===== src/rtl/adc_bcd_display.sv =====
// ---------------------------------------------------------------------------
// adc_bcd_display
//
// Purpose:
//   Converts each binary ADC sample to three BCD digits using a sequential
//   double-dabble (shift-add-3) engine. The three digits are then shown one
//   at a time on a shared 4-bit bcd bus that feeds a seven-segment decoder.
//   A one-hot digit enable drives the common pins. Leading zeros can
//   optionally be blanked.
//
// Parameters:
//   DATA_W    sample width, 1..9, so the result always fits in 3 BCD digits
//   SCAN_DIV  clock cycles each digit stays on the display (>= 1)
//
// Ports:
//   CLK           in   system clock, all logic on the rising edge
//   Reset         in   synchronous active-high reset
//   sample        in   binary ADC result
//   sample_valid  in   sample present, accepted only while idle
//   blank_lz      in   1 = blank leading zeros on the display
//   busy          out  conversion in progress
//   done          out  single-cycle pulse when the digit outputs update
//   hundreds      out  BCD hundreds digit of the last completed conversion
//   tens          out  BCD tens digit
//   units         out  BCD units digit
//   bcd           out  scanned digit for the seven-seg decoder, 4'hF = blank
//   digit_en      out  one-hot digit select: 001=units, 010=tens, 100=hundreds
// ---------------------------------------------------------------------------
module adc_bcd_display #(
  parameter int DATA_W   = 7,
  parameter int SCAN_DIV = 1024
) (
  input  logic              CLK,
  input  logic              Reset,
  input  logic [DATA_W-1:0] sample,
  input  logic              sample_valid,
  input  logic              blank_lz,
  output logic              busy,
  output logic              done,
  output logic [3:0]        hundreds,
  output logic [3:0]        tens,
  output logic [3:0]        units,
  output logic [3:0]        bcd,
  output logic [2:0]        digit_en
);

  typedef enum logic [1:0] {
    IDLE  = 2'd0,
    SHIFT = 2'd1,
    DONE  = 2'd2
  } state_t;

  // A 4-bit counter covers every legal DATA_W (up to 9 shifts).
  localparam logic [3:0] BIT_COUNT = 4'(DATA_W);

  // A single-cycle scan period still needs a 1-bit prescaler that never
  // leaves zero.
  localparam int PRE_W = (SCAN_DIV > 1) ? $clog2(SCAN_DIV) : 1;
  localparam logic [PRE_W-1:0] PRE_MAX = PRE_W'(SCAN_DIV - 1);

  localparam logic [3:0] BLANK = 4'hF;

  state_t            state, state_next;
  logic [DATA_W-1:0] shift_reg, shift_reg_next;
  logic [11:0]       scratch, scratch_next, scratch_adj;
  logic [3:0]        bit_cnt, bit_cnt_next;
  logic              busy_next, done_next, load_digits;

  logic [PRE_W-1:0]  prescaler;
  logic [1:0]        scan_idx;
  logic [2:0]        en_sel;
  logic [3:0]        bcd_sel;
  logic              blank_h, blank_t;

  // Add-3 correction, applied to every nibble before each shift so that a
  // digit >= 5 carries correctly into the next nibble once doubled.
  always_comb begin
    scratch_adj = scratch;
    for (int i = 0; i < 3; i++) begin
      if (scratch[i*4 +: 4] >= 4'd5)
        scratch_adj[i*4 +: 4] = scratch[i*4 +: 4] + 4'd3;
    end
  end

  // Conversion state and datapath registers. Reset aborts any conversion in
  // flight and clears the published digits.
  always_ff @(posedge CLK) begin
    if (Reset) begin
      state     <= IDLE;
      busy      <= 1'b0;
      done      <= 1'b0;
      shift_reg <= '0;
      scratch   <= '0;
      bit_cnt   <= '0;
      hundreds  <= 4'd0;
      tens      <= 4'd0;
      units     <= 4'd0;
    end else begin
      state     <= state_next;
      busy      <= busy_next;
      done      <= done_next;
      shift_reg <= shift_reg_next;
      scratch   <= scratch_next;
      bit_cnt   <= bit_cnt_next;
      if (load_digits) begin
        hundreds <= scratch[11:8];
        tens     <= scratch[7:4];
        units    <= scratch[3:0];
      end
    end
  end

  // Next-state and datapath control. Samples arriving while a conversion is
  // running are simply dropped; there is no queueing.
  always_comb begin
    state_next     = state;
    shift_reg_next = shift_reg;
    scratch_next   = scratch;
    bit_cnt_next   = bit_cnt;
    done_next      = 1'b0;
    load_digits    = 1'b0;

    case (state)
      IDLE: begin
        if (sample_valid) begin
          shift_reg_next = sample;
          scratch_next   = '0;
          bit_cnt_next   = BIT_COUNT;
          state_next     = SHIFT;
        end
      end
      SHIFT: begin
        // {scratch, shift_reg} shifts left as one long register: the sample
        // MSB moves into the scratch LSB.
        scratch_next   = {scratch_adj[10:0], shift_reg[DATA_W-1]};
        shift_reg_next = shift_reg << 1;
        bit_cnt_next   = bit_cnt - 4'd1;
        if (bit_cnt == 4'd1)
          state_next = DONE;
      end
      DONE: begin
        load_digits = 1'b1;
        done_next   = 1'b1;
        state_next  = IDLE;
      end
      default: begin
        state_next = IDLE;
      end
    endcase
  end

  // busy is registered alongside the state so it is glitch-free.
  always_comb begin
    busy_next = (state_next != IDLE);
  end

  // Leading-zero blanking: the tens digit is only a leading zero when the
  // hundreds digit is zero as well. Units are always shown.
  always_comb begin
    blank_h = blank_lz && (hundreds == 4'd0);
    blank_t = blank_lz && (hundreds == 4'd0) && (tens == 4'd0);
  end

  // Digit selection for the scanner. It reads the registered digits, so a
  // conversion finishing mid-scan only shows on the next display update.
  always_comb begin
    en_sel  = 3'b001;
    bcd_sel = units;
    case (scan_idx)
      2'd0: begin
        en_sel  = 3'b001;
        bcd_sel = units;
      end
      2'd1: begin
        en_sel  = 3'b010;
        bcd_sel = blank_t ? BLANK : tens;
      end
      2'd2: begin
        en_sel  = 3'b100;
        bcd_sel = blank_h ? BLANK : hundreds;
      end
      default: begin
        en_sel  = 3'b001;
        bcd_sel = units;
      end
    endcase
  end

  // Free-running display scanner. The prescaler wraps every SCAN_DIV cycles
  // and steps the digit index; digit_en and bcd trail the index by one cycle.
  always_ff @(posedge CLK) begin
    if (Reset) begin
      prescaler <= '0;
      scan_idx  <= 2'd0;
      digit_en  <= 3'b001;
      bcd       <= 4'h0;
    end else begin
      if (prescaler == PRE_MAX) begin
        prescaler <= '0;
        scan_idx  <= (scan_idx == 2'd2) ? 2'd0 : scan_idx + 2'd1;
      end else begin
        prescaler <= prescaler + 1'b1;
      end
      digit_en <= en_sel;
      bcd      <= bcd_sel;
    end
  end

endmodule


===== config.mk =====
export PLATFORM = sky130hd
export DESIGN_NAME = adc_bcd_display
export DESIGN_NICKNAME = d
export VERILOG_FILES = /design/src/rtl/adc_bcd_display.sv
export SDC_FILE = /design/constraint.sdc
export NUM_CORES = 1
export LEC_CHECK = 0
export CORE_MARGIN = 1
export CORE_UTILIZATION = 49
export DETAILED_ROUTE_END_ITERATION = 8
export PLACE_DENSITY = 0.86
export SLEW_MARGIN = 15
export SYNTH_ARGS = -nofsm -noshare
export SYNTH_HDL_FRONTEND = slang
export SYNTH_SLANG_ARGS = --single-unit

===== constraint.sdc =====
create_clock -name CLK -period 1.57 [get_ports CLK]
set_input_delay 0.2355 -clock CLK [delete_from_list [all_inputs] [get_ports CLK]]
set_output_delay 0.2355 -clock CLK [all_outputs]
set_load 0.05 [all_outputs]

Yosys cells after proc, flatten, opt, wreduce, memory -nomap -nowiden
Index checks and enable logic that the tools add are counted.
Word-level totals
  bits of input ports: 11
  bits in registers: 58
  output and inout port bits: 21
Cells by class
  multiplexer cells: 18
  $add $sub $neg: 6
  eq/ne operators: 7
  magnitude comparators: 3
  reduce and logical (&&, ||, !) cells: 9
Operators by type and width (count)
  one-hot mux 12 bit (2 select lines): 1
  two-way mux 4 bit: 5
  one-hot mux 4 bit (2 select lines): 2
  one-hot mux 7 bit (2 select lines): 1
  greater-or-equal comparator 4 x 3 -> 1 bit, second input constant: 3
  two-way mux 12 bit: 1
  adder 10 x 1 -> 10 bit, second input constant: 1
  == test 10 bit, second input constant: 1
  adder 4 x 2 -> 4 bit, second input constant: 2
  zero test 4 bit: 2
  two-way mux 7 bit: 1
  two-way mux 2 bit: 3
  one-hot mux 3 bit (2 select lines): 1
  == test 2 x 1 -> 1 bit, second input constant: 2
  == test 2 bit, second input constant: 2
  == test 4 x 1 -> 1 bit, second input constant: 1
  one-hot mux 2 bit (2 select lines): 1
  nonzero test 2 bit: 2
  subtractor 4 x 1 -> 4 bit, second input constant: 1
  adder 3 x 2 -> 3 bit, second input constant: 1
  two-way mux 3 bit: 1
  adder 2 x 1 -> 2 bit, second input constant: 1
  logical AND 1 bit: 2
  zero test 2 bit: 1
  4 further kinds: 4

Logic depth before layout (Yosys ltp)
Gate-level depths: netlist (run 1).
  depth in word-level cells: 5
  mapped depth: 6

Worst setup path before layout (run 1)
No wires, ideal clock.
  kind: flip-flop to flip-flop
  start: reg tens[3]
  end: reg bcd[2]
  arrival: 1.466 ns
  setup time: 0.091 ns
  slack: 0.013 ns
  cell stages (with the launch flop): 5
  path buffers: 0
  cells stage by stage: dfxtp_1 or4b_1 nor3_2 a21boi_2 a311oi_1
On the way
  word-level cells in the longest chain between the ends: 4
RTL lines
  start, declared: RTL line 41  | output logic [3:0] tens,
  start signal, assigned: RTL line 107  | tens <= scratch[7:4];
  zero test 4 bit: RTL line 161  | blank_t = blank_lz && (hundreds == 4'd0) && (tens == 4'd0);
  logical AND 1 bit: RTL line 161
  two-way mux 4 bit: RTL line 176  | bcd_sel = blank_t ? BLANK : tens;
  one-hot mux 4 bit (2 select lines): RTL line 169  | case (scan_idx)
  end signal, assigned: RTL line 205  | bcd <= bcd_sel;
  end, declared: RTL line 43  | output logic [3:0] bcd,
No other way between the ends.
A chain may end at the register's enable or synchronous reset.

Worst setup path after layout (run 1)
  start: reg scan_idx[1]
  end: reg bcd[0]
On the way
  word-level cells in the longest chain between the ends: 2
  elaborated cells between the ends (all ways): 3
  classes of those cells: eq/ne: 2; mux: 1
RTL lines
  start, declared: RTL line 70  | logic [1:0] scan_idx;
  start signal, assigned: RTL line 200  | scan_idx <= (scan_idx == 2'd2) ? 2'd0 : scan_idx + 2'd1;
  == test 2 bit or == test 2 x 1 -> 1 bit (tied branches): RTL line 169
  one-hot mux 4 bit (2 select lines) (*): RTL line 169
Mark *: on every way between the ends. The rest lies on a longest branch, timed or not.

==> results of run 1 <==
[cell usage after synthesis, drive strengths merged (2+ instances only)]
cell type,count
dfxtp,58
nor2,39
nand2,35
a21oi,24
nor3,17
ha,12
inv,12
o21ai,12
clkbuf,10
nand2b,7
nand3,7
a22o,6
a311oi,5
mux2i,5
nor2b,5
xnor2,5
a2bb2oi,4
or3,4
xor2,4
a211oi,2
a22oi,2
nor3b,2
nor4,2
o22ai,2
o31a,2
[area by class of cell]
cell class                      instances  area [um2]
Inverter                               12       45.04
Multi-Input combinational cell        215        1351
Tap cell                               67       83.83
Clock buffer                           12       155.1
Clock inverter                          4       50.05
Timing Repair Buffer                   49       425.4
Sequential cell                        58        1164
Fill cell                             397        1605
[metal layers]
layer | up-vias | global-route usage | routed length, um
li1 | 1132 | - | -
met1 | 1074 | 0.2678 | 2584
met2 | 54 | 0.3758 | 2698
met3 | 12 | 0.07453 | 220
met4 | 0 | 0.1090 | 131
met5 | - | 0 | 0
[power by group]
group | switching (mW) | internal (mW) | leakage, nW
logic | 0.144 | 0.120 | 0.692
registers | 0.0357 | 1.51 | 0.472
clock network | 0.588 | 0.817 | 0.0986
total | 0.768 | 2.45 | 1.26
[per-stage QoR]
stage                     TNS (ns)  setup slack [ns]  total power [mW]  utilization  std cells
after floorplan                  0           0.01336             1.750            -        296
after global placement           0           0.02892             1.834       0.6182        399
after detailed placement  -0.05215          -0.03432             1.844       0.6182        399
after CTS                        0          0.006183             3.247       0.6669        416
after global routing       -0.2382          -0.06137             3.354       0.6710        417
final                     -0.01033         -0.005837             3.220       0.6710        417
[critical path: stages (launching register included)]
cell      delay, ns
dfxtp_2        0.33
inv_2          0.07
ha_4           0.13
or4b_4         0.48
nor3_4         0.14
a21boi_2       0.10
a311oi_1       0.25
[worst paths after layout]
| path | cells past startpoint | slack [ns] | start | end |
|---|---|---|---|---|
| worst max register to register | 6 | -0.006 | scan_idx[1] | bcd[0] |
| worst max-delay path | 6 | -0.006 | scan_idx[1] | bcd[0] |
| worst min register to register | 2 | 0.48 | scratch[11] | hundreds[3] |
| worst min-delay path | 3 | 0.37 | Reset | prescaler[4] |
[cells by family after synthesis]
logic type / synth area share
AND/OR/NAND/NOR: 0.2376
AO/OA/AOI/OAI: 0.1624
XOR/XNOR: 0.03073
flip-flops: 0.4527
multiplexers: 0.02390
adder cells (fa/ha/maj): 0.05854
buffers and inverters: 0.03414
[repair_timing]
item | 4_1_cts | 5_1_grt
gates resized for setup | 7 | 4
pin swaps | 1 | 5
endpoints found under the setup margin | 4 | 13
endpoints found under the hold margin | 0 | 0
buffers inserted | 1 | 1
==> results.sh, run 1 <==
export IMPL_nets=368
export IMPL_clock_root_buffer="clkbuf_8"
export IMPL_antenna_found_initial=0
export IMPL_rsz0062_at_grt="true"
export IMPL_slew_violations=0
export IMPL_cts_made_buffers=9
export IMPL_synth_edff_count=0
export IMPL_status="finished, violations left"
export IMPL_grt_max_degree=34
export IMPL_die_y_um=74.35
export IMPL_grt_pass1_vias=2107
export IMPL_track_usage=0.2277
export IMPL_yosys_most_used_dff="dfxtp_1"
export IMPL_synth_area_per_cell_um2=8.665
export IMPL_worstPathMaxFanout=4
export IMPL_max_clock_path_buffers=2
export IMPL_globalplace_congestion=0.8541
export IMPL_syn_area_um2=2565
export IMPL_layout_min_cycle_time_ns=1.576
export IMPL_hold_ws_ns=0.3750
export IMPL_cts_tree="yes"
export IMPL_grt_pass1_wl_um=9418
export IMPL_portBuffers=31
export IMPL_async_reset_ff_frac=0
export IMPL_cp_required_ns=1.82
export IMPL_synth_top_area_share=0.4527
export IMPL_yosysWarnings=0
export IMPL_dpl_cell_area_um2=3017
export IMPL_crit_path_start_kind="flip-flop"
export IMPL_powerDensity_nw_per_um2=983.3
export IMPL_finalSetupViolCount=2
export IMPL_dr_pass1_iters=5
export IMPL_synth_top_area_cell="dfxtp_1"
export IMPL_io_pins=32
export IMPL_drc=0
export IMPL_h_tree_depth=3
export IMPL_wl_per_cell_um=13.51
export IMPL_ir_worst_vdd_uv=547.7
export IMPL_worstMarginPinSlew_ns=0.4557
export IMPL_cp_arrival_ns=1.83
export IMPL_synth_fp_nets=319
export IMPL_finalHoldViolCount=0
export IMPL_post_dp_hpwl_um=3826
export IMPL_drt_wl_total_um=5634
export IMPL_synth_cell_type_count=45
export IMPL_stdcell_area_um2=3274
export IMPL_fin_ws_ns=-0.005837
export IMPL_die_w_um=74.35
export IMPL_row_count=25
export IMPL_clk_pin_slew_ns=0.07
export IMPL_ant_nets=0
export IMPL_yosys_top_cells_area="dfxtp_1, ha_1, nor2_1"
export IMPL_ys_ff_latch=58
export IMPL_setup_worst_path_class="flip-flop to flip-flop"
export IMPL_hold_class="input port to flip-flop"
export IMPL_clock_latency_ns=0.34
export IMPL_slew_headroom=0.6948
export IMPL_clock_sinks=58
export IMPL_ys_seq_area_frac=0.4527
export IMPL_final_cell_mix="dfxtp_1, nor2_1, buf_4, nand2_1, a21oi_1"
export IMPL_synthCells=296
export IMPL_num_vias=2272
export IMPL_fin_skew_ns=0.008175
export IMPL_drtIter0Drc=153
export IMPL_p_leak_nw=1.263
export IMPL_area_growth_pct=27.66
export IMPL_ctsHoldBuffers=0
export IMPL_start_util=0.5256
export IMPL_diodes=0
export IMPL_grt_ovfl_total=0
export IMPL_maxCapViolations=0
export IMPL_drive_gt1_frac=0.2057
export IMPL_core_area_um2=4880
export IMPL_period_share=1.004
export IMPL_die_area_um2=5528
export IMPL_max_freq_mhz=634.6
export IMPL_violations="negative setup slack"
export IMPL_final_common_cell="dfxtp_1"
export IMPL_end_kind="flip-flop"
export IMPL_vias_per_cell=5.448
export IMPL_largest_register_ffs=12
Power figures use the tool's default switching activity.
==> run 2: changes to the inputs <==
==> constraint.sdc (replaced) <==
create_clock -name CLK -period 1.4 [get_ports CLK]
set_input_delay 0.21 -clock CLK [delete_from_list [all_inputs] [get_ports CLK]]
set_output_delay 0.21 -clock CLK [all_outputs]
set_load 0.1 [all_outputs]
==> run 2 against run 1 <==
Net effect:
- the flow still finishes with violations (negative setup slack)
- wire length grew 29%
- sequential power up 12%
- via count up 12%
- critical endpoint unchanged
- largest power group unchanged
- largest cell class unchanged
- die area unchanged
- register-to-register slack got worse by 0.22 ns
- global-route usage grew 3.9 points
==> results.sh, run 2 (synthesis results as in run 1) <==
export IMPL_maxCapViolations=0
export IMPL_num_vias=2547
export IMPL_rr_startpoint="scan_idx[1]"
export IMPL_post_dp_hpwl_um=4491
export IMPL_antenna_found_initial=0
export IMPL_start_util=0.5256
export IMPL_grt_pass1_wl_um=10860
export IMPL_nFillCells=310
export IMPL_ctsHoldBuffers=0
export IMPL_pre_cts_ws_ns=-0.2243
export IMPL_fin_ws_ns=-0.2235
export IMPL_clock_root_buffer="clkbuf_8"
export IMPL_die_y_um=74.35
export IMPL_cts_tree="yes"
export IMPL_die_area_um2=5528
export IMPL_layout_min_cycle_time_ns=1.624
export IMPL_r2r_cells=6
export IMPL_io_pins=32
export IMPL_fin_skew_ns=0.009353
export IMPL_area_growth_pct=46.88
export IMPL_end_kind="flip-flop"
export IMPL_drtIter0Drc=219
export IMPL_reg2reg_slack_ns=-0.22
export IMPL_cp_required_ns=1.64
export IMPL_row_count=25
export IMPL_diodes=0
export IMPL_clock_sinks=58
export IMPL_hold_path_depth=2
export IMPL_dp_cells=422
export IMPL_wl_per_cell_um=16.43
export IMPL_post_layout_nonfiller_instances=441
export IMPL_worstMarginPinSlew_ns=0.4073
export IMPL_max_freq_mhz=616.0
export IMPL_rsz0062_at_grt="true"
export IMPL_crit_path_start_kind="flip-flop"
export IMPL_ant_nets=0
export IMPL_largest_register_ffs=12
export IMPL_ir_worst_vdd_uv=1112
export IMPL_p_leak_nw=1.462
export IMPL_clock_latency_ns=0.34
export IMPL_cp_arrival_ns=1.86
export IMPL_h_tree_depth=3
export IMPL_drive_gt1_frac=0.3289
export IMPL_cts_made_buffers=9
export IMPL_period_share=1.160
export IMPL_setup_tns_ns=-0.8108
export IMPL_final_cell_mix="dfxtp_1, buf_4, nor2_1, nand2_1, buf_12"
export IMPL_r2r_end="bcd[0]"
export IMPL_drc=0
export IMPL_status="finished, violations left"
export IMPL_max_clock_path_buffers=2
export IMPL_min_delay_start="Reset"
export IMPL_core_area_um2=4880
export IMPL_violations="negative setup slack"
export IMPL_slew_headroom=0.7260
export IMPL_powerDensity_nw_per_um2=920.2
export IMPL_drt_wl_total_um=7247
export IMPL_slew_violations=0
export IMPL_nets=392
export IMPL_finalHoldViolCount=0
export IMPL_fin_util=0.7721
export IMPL_grt_max_degree=25
export IMPL_finalSetupViolCount=7
export IMPL_worstPathMaxFanout=4
export IMPL_track_usage=0.2663
export IMPL_setup_worst_path_class="flip-flop to flip-flop"
export IMPL_grt_pass1_vias=2434
export IMPL_dr_pass1_iters=5
export IMPL_globalplace_congestion=0.8230
export IMPL_min_delay_worst_endpoint="bit_cnt[3]"
export IMPL_hold_class="input port to flip-flop"
export IMPL_clk_pin_slew_ns=0.07
export IMPL_die_w_um=74.35
export IMPL_vias_per_cell=5.776
export IMPL_worstSetupStartpoint="scan_idx[1]"
export IMPL_portBuffers=31
export IMPL_power_total_mw=3.467
export IMPL_grt_ovfl_total=0
==> run 2: worst max-delay path: stages, from the launching register on <==
cell      delay [ns]
dfxtp_2         0.33
inv_2           0.07
ha_4            0.13
or4b_4          0.47
nor3_4          0.14
a21boi_2        0.12
a311oi_1        0.26
==> run 2: area by class of cell <==
class	count	area, um2	share of cell area
Clock buffer	11	141.4	0.03753
Clock inverter	5	30.03	0.007971
Inverter	12	45.04	0.01196
Multi-Input combinational cell	215	1418	0.3763
Sequential cell	58	1194	0.3168
Tap cell	67	83.83	0.02225
Timing Repair Buffer	73	855.8	0.2272
==> run 2: what timing repair did <==
| action | CTS | global route |
|---|---|---|
| buffers inserted | 1 | 2 |
| endpoints found under the setup margin | 11 | 15 |
| gates resized for setup | 15 | 17 |
| pin swaps | 2 | 7 |
==> run 2: how the worst max path moves through the flow <==
| stage | end | slack (ns) |
|---|---|---|
| global route | bcd[0] | -0.26 |
| global placement | bit_cnt[3] | -0.1 |
| floorplan | bcd[0] | -0.09 |
| finish | bcd[0] | -0.22 |
| detailed placement | bcd[3] | -0.22 |
| CTS | bcd[2] | -0.21 |
==> run 2: routing by layer <==
metal / wire (um) / global-route usage
met1: 2852 / 0.2977
met2: 3798 / 0.4808
met3: 374 / 0.05962
met4: 221 / 0.1237
met5: 0 / 0
==> run 2: through the flow <==
| stage | hold WS, ns | area [um2] |
|---|---|---|
| finish | 0.2386 | 3767 |
| global route | 0.2459 | 3767 |
| CTS | 0.2333 | 3705 |
| detailed placement | 0.4819 | 3470 |
| global placement | 0.4510 | 3470 |
| floorplan | 0.4268 | 2595 |
==> run 2: report_power, final <==
group	internal, mW	switching (mW)	leakage [nW]
logic	0.171	0.193	0.896
registers	1.69	0.0391	0.481
clock network	0.681	0.691	0.0851
